<file path="config.mk">
export PLATFORM = sky130hd
export DESIGN_NAME = window_gen
export DESIGN_NICKNAME = d
export VERILOG_FILES = /design/src/rtl/win_pkg.sv /design/src/rtl/window_gen_line_buf.sv /design/src/rtl/window_gen.sv
export SDC_FILE = /design/constraint.sdc
export NUM_CORES = 1
export LEC_CHECK = 0
export BUFFER_PORTS_ARGS = -buffer_cell sky130_fd_sc_hd__buf_2
export CORE_UTILIZATION = 60
export DETAILED_ROUTE_END_ITERATION = 16
export HOLD_SLACK_MARGIN = 0.1
export PLACE_DENSITY = 0.83
export SKIP_LAST_GASP = 1
export SLEW_MARGIN = 30
export SYNTH_ARGS = -nofsm -noshare
export SYNTH_HDL_FRONTEND = slang
export SYNTH_SLANG_ARGS = --single-unit
export TNS_END_PERCENT = 5
</file>
<file path="constraint.sdc">
create_clock -name i_clk -period 3.7 [get_ports i_clk]
set_input_delay 0.185 -clock i_clk [delete_from_list [all_inputs] [get_ports i_clk]]
set_output_delay 0.185 -clock i_clk [all_outputs]
set_load 0.03 [all_outputs]
</file>
<file path="src/rtl/win_pkg.sv">
// Shared constants, slot map and FSM encoding for the 3x3 window generator.
// Slot k of the window bus occupies bits [DATA_W*k +: DATA_W].
package win_pkg;

  localparam int DATA_W    = 10;
  localparam int WIN_SLOTS = 9;
  localparam int WIN_W     = WIN_SLOTS * DATA_W;

  localparam int SLOT_C  = 0;
  localparam int SLOT_NW = 1;
  localparam int SLOT_N  = 2;
  localparam int SLOT_NE = 3;
  localparam int SLOT_W  = 4;
  localparam int SLOT_E  = 5;
  localparam int SLOT_SW = 6;
  localparam int SLOT_S  = 7;
  localparam int SLOT_SE = 8;

  typedef enum logic [1:0] {
    ST_IDLE  = 2'd0,
    ST_FILL  = 2'd1,
    ST_RUN   = 2'd2,
    ST_FLUSH = 2'd3
  } state_e;

  // Grid position (row 0 = north, col 0 = west) to bus slot.
  function automatic int slot_of(input int rr, input int cc);
    int s;
    case (rr * 3 + cc)
      0:       s = SLOT_NW;
      1:       s = SLOT_N;
      2:       s = SLOT_NE;
      3:       s = SLOT_W;
      4:       s = SLOT_C;
      5:       s = SLOT_E;
      6:       s = SLOT_SW;
      7:       s = SLOT_S;
      default: s = SLOT_SE;
    endcase
    return s;
  endfunction

endpackage

</file>
<file path="src/rtl/window_gen_line_buf.sv">
// Fixed-length delay line: o_q is the sample pushed DEPTH enables ago.
// Storage is deliberately unreset; consumers mask stale contents.
module line_buf #(
  parameter int DEPTH = 16,
  parameter int W     = 10
) (
  input  logic         i_clk,
  input  logic         i_en,
  input  logic [W-1:0] i_d,
  output logic [W-1:0] o_q
);

  logic [W-1:0] mem_q [DEPTH];

  always_ff @(posedge i_clk) begin
    if (i_en) begin
      mem_q[0] <= i_d;
      for (int i = 1; i < DEPTH; i++) begin
        mem_q[i] <= mem_q[i-1];
      end
    end
  end

  assign o_q = mem_q[DEPTH-1];

endmodule

</file>
<file path="src/rtl/window_gen.sv">
// Raster stream to 3x3 window generator, stride 1, same padding.
// WINDOW_GEN_REPLICATE_PAD_EN selects edge replication instead of zeros.
module window_gen
  import win_pkg::*;
#(
  parameter int DATA_W = win_pkg::DATA_W,
  parameter int IMG_W  = 16,
  parameter int IMG_H  = 16
) (
  input  logic                        i_clk,
  input  logic                        i_rst_n,
  input  logic                        i_start,
  input  logic                        i_in_valid,
  output logic                        o_in_ready,
  input  logic [DATA_W-1:0]           i_data,
  output logic                        o_out_valid,
  input  logic                        i_out_ready,
  output logic [WIN_SLOTS*DATA_W-1:0] o_data,
  output logic                        o_last,
  output logic                        o_busy
);

  localparam int NPIX = IMG_W * IMG_H;
  localparam int CW   = $clog2(NPIX + 1);
  localparam int RW   = $clog2(IMG_H);
  localparam int CLW  = $clog2(IMG_W);
  localparam int FW   = $clog2(IMG_W + 2);
  localparam int OW   = WIN_SLOTS * DATA_W;

  localparam logic [CW-1:0]  FILL_END = CW'(IMG_W);
  localparam logic [CW-1:0]  LAST_PIX = CW'(NPIX - 1);
  localparam logic [RW-1:0]  ROW_MAX  = RW'(IMG_H - 1);
  localparam logic [CLW-1:0] COL_MAX  = CLW'(IMG_W - 1);
  localparam logic [FW-1:0]  FLUSH_N  = FW'(IMG_W + 1);

  state_e state_q, state_d;

  logic [CW-1:0]  in_cnt_q, in_cnt_d;
  logic [RW-1:0]  row_q, row_d;
  logic [CLW-1:0] col_q, col_d;
  logic [FW-1:0]  flush_q, flush_d;

  logic              vld_q, vld_d;
  logic [OW-1:0]     dat_q, dat_d;
  logic              last_q, last_d;

  logic [DATA_W-1:0] c0_q [3];
  logic [DATA_W-1:0] c1_q [3];
  logic [DATA_W-1:0] ncol [3];
  logic [DATA_W-1:0] grid [3][3];

  logic [DATA_W-1:0] lb0_q, lb1_q, px;
  logic              out_free, in_rdy, acc;
  logic              flush_step, shift, emit, at_end;
  logic [2:0]        row_ok, col_ok;
  logic [OW-1:0]     win_flat;

  assign out_free   = !vld_q | i_out_ready;
  assign in_rdy     = (state_q == ST_FILL)
                    | ((state_q == ST_RUN) & out_free);
  assign acc        = in_rdy & i_in_valid;
  assign flush_step = (state_q == ST_FLUSH)
                    & (flush_q != '0) & out_free;
  assign shift      = acc | flush_step;
  assign emit       = shift & (state_q != ST_FILL);
  assign px         = flush_step ? '0 : i_data;
  assign at_end     = (row_q == ROW_MAX) & (col_q == COL_MAX);

  line_buf #(
    .DEPTH(IMG_W),
    .W    (DATA_W)
  ) u_lb0 (
    .i_clk(i_clk),
    .i_en (shift),
    .i_d  (px),
    .o_q  (lb0_q)
  );

  line_buf #(
    .DEPTH(IMG_W),
    .W    (DATA_W)
  ) u_lb1 (
    .i_clk(i_clk),
    .i_en (shift),
    .i_d  (lb0_q),
    .o_q  (lb1_q)
  );

  // Incoming column: row above centre, centre row, row below.
  assign ncol[0] = lb1_q;
  assign ncol[1] = lb0_q;
  assign ncol[2] = px;

  assign row_ok = {row_q != ROW_MAX, 1'b1, row_q != '0};
  assign col_ok = {col_q != COL_MAX, 1'b1, col_q != '0};

  always_comb begin
    for (int rr = 0; rr < 3; rr++) begin
      grid[rr][0] = c0_q[rr];
      grid[rr][1] = c1_q[rr];
      grid[rr][2] = ncol[rr];
    end
  end

  always_comb begin
    win_flat = '0;
    for (int rr = 0; rr < 3; rr++) begin
      for (int cc = 0; cc < 3; cc++) begin
`ifdef WINDOW_GEN_REPLICATE_PAD_EN
        // Out-of-image neighbours fold onto the centre row/column.
        win_flat[slot_of(rr, cc)*DATA_W +: DATA_W] =
          grid[row_ok[rr] ? rr : 1][col_ok[cc] ? cc : 1];
`else
        if (row_ok[rr] && col_ok[cc]) begin
          win_flat[slot_of(rr, cc)*DATA_W +: DATA_W] = grid[rr][cc];
        end
`endif
      end
    end
  end

  always_comb begin
    state_d  = state_q;
    in_cnt_d = in_cnt_q;
    row_d    = row_q;
    col_d    = col_q;
    flush_d  = flush_q;
    vld_d    = vld_q;
    dat_d    = dat_q;
    last_d   = last_q;

    if (vld_q && i_out_ready) begin
      vld_d  = 1'b0;
      last_d = 1'b0;
    end

    if (emit) begin
      vld_d  = 1'b1;
      dat_d  = win_flat;
      last_d = at_end;
      if (col_q == COL_MAX) begin
        col_d = '0;
        row_d = (row_q == ROW_MAX) ? '0 : row_q + 1'b1;
      end else begin
        col_d = col_q + 1'b1;
      end
    end

    unique case (state_q)
      ST_IDLE: begin
        if (i_start) begin
          state_d  = ST_FILL;
          in_cnt_d = '0;
          row_d    = '0;
          col_d    = '0;
        end
      end
      ST_FILL: begin
        if (acc) begin
          in_cnt_d = in_cnt_q + 1'b1;
          if (in_cnt_q == FILL_END) state_d = ST_RUN;
        end
      end
      ST_RUN: begin
        if (acc) begin
          in_cnt_d = in_cnt_q + 1'b1;
          if (in_cnt_q == LAST_PIX) begin
            state_d = ST_FLUSH;
            flush_d = FLUSH_N;
          end
        end
      end
      ST_FLUSH: begin
        if (flush_step) flush_d = flush_q - 1'b1;
        if (vld_q && i_out_ready && last_q) state_d = ST_IDLE;
      end
      default: state_d = ST_IDLE;
    endcase
  end

  always_ff @(posedge i_clk or negedge i_rst_n) begin
    if (!i_rst_n) begin
      state_q  <= ST_IDLE;
      in_cnt_q <= '0;
      row_q    <= '0;
      col_q    <= '0;
      flush_q  <= '0;
      vld_q    <= 1'b0;
      dat_q    <= '0;
      last_q   <= 1'b0;
    end else begin
      state_q  <= state_d;
      in_cnt_q <= in_cnt_d;
      row_q    <= row_d;
      col_q    <= col_d;
      flush_q  <= flush_d;
      vld_q    <= vld_d;
      dat_q    <= dat_d;
      last_q   <= last_d;
    end
  end

  always_ff @(posedge i_clk or negedge i_rst_n) begin
    if (!i_rst_n) begin
      for (int rr = 0; rr < 3; rr++) begin
        c0_q[rr] <= '0;
        c1_q[rr] <= '0;
      end
    end else if (shift) begin
      for (int rr = 0; rr < 3; rr++) begin
        c0_q[rr] <= c1_q[rr];
        c1_q[rr] <= ncol[rr];
      end
    end
  end

  assign o_in_ready  = in_rdy;
  assign o_out_valid = vld_q;
  assign o_data      = dat_q;
  assign o_last      = last_q;
  assign o_busy      = (state_q != ST_IDLE);

endmodule

</file>
==> impl_metrics.json <==
{
  "synthSimpleGateAreaFrac": 0.0663,
  "start_util": 0.610,
  "period_share": 0.809,
  "rr_endpoint": "c1_q[22]$_DFFE_PN0N_",
  "io_buffers": 108,
  "cts.repair.resized": 0,
  "gp_congestion": 0.836,
  "crit_top_cell": "inv_1",
  "grt_setup_unrepaired": "no",
  "drc_errors": 0,
  "h-tree-depth": 2,
  "relSlewSlack": 0.409,
  "ys.flop_type": "edfxtp_1",
  "slew_violations": 0,
  "grt_pass1_vias": 9423,
  "setup_tns_ns": 0,
  "synth_xor_xnor_area_share": 0,
  "design_area_um2": 20100,
  "layout-drive-gt1-share": 0.222,
  "synthDistinctLibCells": 56,
  "cts_max_path_buffers": 3,
  "die_w_um": 173,
  "post-route-min-period_ns": 2.99,
  "startpoint_type": "register",
  "synthAdderAreaFrac": 0.0100,
  "drt_iter0_drc": 827,
  "cp_slowest_stage_delay_ns": 0.55,
  "cts_sinks": 496,
  "fin_cells": 1595,
  "setup_violations": 0,
  "crit_chain": "inv_1 > ha_1 > a21oi_1 > inv_1 > a21oi_4 > buf_4 > mux2_2",
  "netlist_area_um2": 17400,
  "endpoint_kind": "register",
  "vias": 9278,
  "cts_hold_buf": 14,
  "syn_nets": 1064,
  "yosys_register_bits": 496,
  "maxCapViolations": 0,
  "place_hpwl_mm": 19.3,
  "grt_pass1_wl_mm": 53.1,
  "io_pins": 109,
  "routed_wl_mm": 33.5,
  "postCtsSetupBuffers": 0,
  "outcome": "finished, final reports clean",
  "synth_compound_area_frac": 0.0548,
  "cts_tree": "built",
  "syn_inst": 1035,
  "critical_path_class": "reg2reg",
  "clk_latency_ns": 0.56,
  "layout_commonest_cell": "edfxtp_1",
  "p_leak_nw": 7.97,
  "grt.total_usage": 0.232,
  "path_max_fanout": 27,
  "yosysWarnings": 0,
  "fp.dieH_um": 173,
  "synth_top_family_by_area": "simple AND/OR/NAND/NOR gates",
  "synth_edf_count": 320,
  "rows": 62,
  "coreArea_um2": 28600,
  "ant_nets": 0,
  "clockRootBuffer": "clkbuf_16",
  "placed_area_um2": 18400,
  "r2r_slack_ns": 0.71,
  "ir_worst_vdd_mv": 0.822,
  "yosysSeqAreaShare": 0.803,
  "wire_per_inst_um": 21.0,
  "worstReg2RegStart": "state_q[0]$_DFFE_PN0P_",
  "drt_pass1_iterations": 5,
  "tightest_slew_ns": 0.883,
  "viasPerCell": 5.82,
  "syn_avg_cell_area_um2": 16.9,
  "diodes": 0,
  "overflow": 0,
  "mostFrequentLayoutCells": "edfxtp_1 (320), dfrtp_1 (176), buf_2 (107), nand3_1 (95), o21ai_0 (82)",
  "synthMuxAreaShare": 0.0470,
  "antenna_found_initial": 1,
  "async_reset_ff_frac": 0.355,
  "num-fill-cells": 1754,
  "cts_buffers": 47,
  "clock_skew_ns": 0.0176,
  "fin_nets": 1201,
  "hold_class": "in2async",
  "place_inst": 1493,
  "clkTransAtPathRegs_ns": 0.06,
  "die-area_um2": 29800,
  "crit_required_ns": 4.13,
  "grt_max_degree": 96,
  "hold_violations": 0,
  "fmax_mhz": 334,
  "crit_arrival_ns": 3.42,
  "area_delta_synth_final_pct": 15.1,
  "powerDensity_nw_per_um2": 1080,
  "reg2regPathDepth": 7,
  "cp_slowest_cell": "a21oi_1"
}
[worst max-delay path by stage]
stage                           startpoint                    to  slack, ns
floorplan           state_q[0]$_DFFE_PN0P_  c0_q[14]$_DFFE_PN0N_       0.34
global placement    state_q[0]$_DFFE_PN0P_  c1_q[28]$_DFFE_PN0N_       0.90
detailed placement  state_q[0]$_DFFE_PN0P_  c1_q[21]$_DFFE_PN0N_       0.82
CTS                 state_q[0]$_DFFE_PN0P_  c0_q[23]$_DFFE_PN0N_       0.74
global route        state_q[0]$_DFFE_PN0P_  c1_q[25]$_DFFE_PN0N_       0.49
finish              state_q[0]$_DFFE_PN0P_  c1_q[22]$_DFFE_PN0N_       0.71
[flip-flops by register name (all words and copies together) (netlist names)]
| signal | count |
|---|---|
| o_last | 1 |
| o_out_valid | 1 |
| in_cnt_q | 9 |
| c1_q | 30 |
| u_lb0.mem_q | 160 |
| row_q | 4 |
| u_lb1.mem_q | 160 |
| state_q | 2 |
| c0_q | 30 |
| col_q | 4 |
| flush_q | 5 |
| o_data | 90 |
[worst max-delay path: cells and delay by family (launching register included)]
family                   cells  cell delay, ns
AO/OA/AOI/OAI                2            0.88
buffers and inverters        3            0.86
multiplexers                 1            0.39
flip-flops                   1            0.37
adder cells (fa/ha/maj)      1            0.33
[logic make-up after synthesis]
group	after synthesis
muxes	67
adders and majority gates	14
AOI/OAI and AO/OA	154
and+or+nand+nor	233
DFF	496
buffers and inverters	71
[routing by layer]
layer / share of wire / track usage / wire, um / vias to the layer above
met5: 0.00024 / 0 / 8 / -
met2: 0.50 / 0.382 / 16700 / 358
li1: - / - / - / 4136
met1: 0.41 / 0.312 / 13900 / 4729
met3: 0.067 / 0.0501 / 2250 / 53
met4: 0.021 / 0.0729 / 708 / 2
[power by group]
part / leakage, nW / switching (mW) / total, mW / internal [mW]
registers: 5.27 / 1.35 / 11.2 / 9.81
clock network: 0.746 / 2.00 / 4.65 / 2.65
logic: 1.96 / 3.93 / 5.81 / 1.87
[Yosys cell counts (14+ instances only)]
master / count / area [um2]
mux2_4: 19 / 285
ha_1: 14 / 175
mux2_2: 43 / 484
and2_1: 14 / 87.6
a21oi_1: 22 / 110
edfxtp_1: 320 / 9610
nand3_1: 95 / 475
o21ai_0: 82 / 410
nand2_1: 77 / 289
dfrtp_1: 176 / 4400
inv_1: 20 / 75.1
clkbuf_1: 31 / 116
[layout make-up]
cell class | instances | area [um2] | area share
clock buffer | 68 | 1370 | 0.0681
inverter | 21 | 86.3 | 0.00430
timing repair buffer | 138 | 882 | 0.0439
sequential | 496 | 14000 | 0.698
clock inverter | 20 | 138 | 0.00685
tap | 384 | 480 | 0.0239
multi-input combinational | 468 | 3120 | 0.155
[stage by stage]
stage	power, mW	hold slack (ns)	setup slack (ns)	utilization
6_report	21.6	0.248	0.707	0.702
5_1_grt	22.6	0.345	0.486	0.702
2_1_floorplan	14.9	-0.111	0.338	-
3_3_place_gp	16.5	0.325	0.902	0.644
4_1_cts	21.7	0.309	0.742	0.702
3_5_place_dp	16.9	0.338	0.822	0.644
Power figures use the tool's default switching activity.
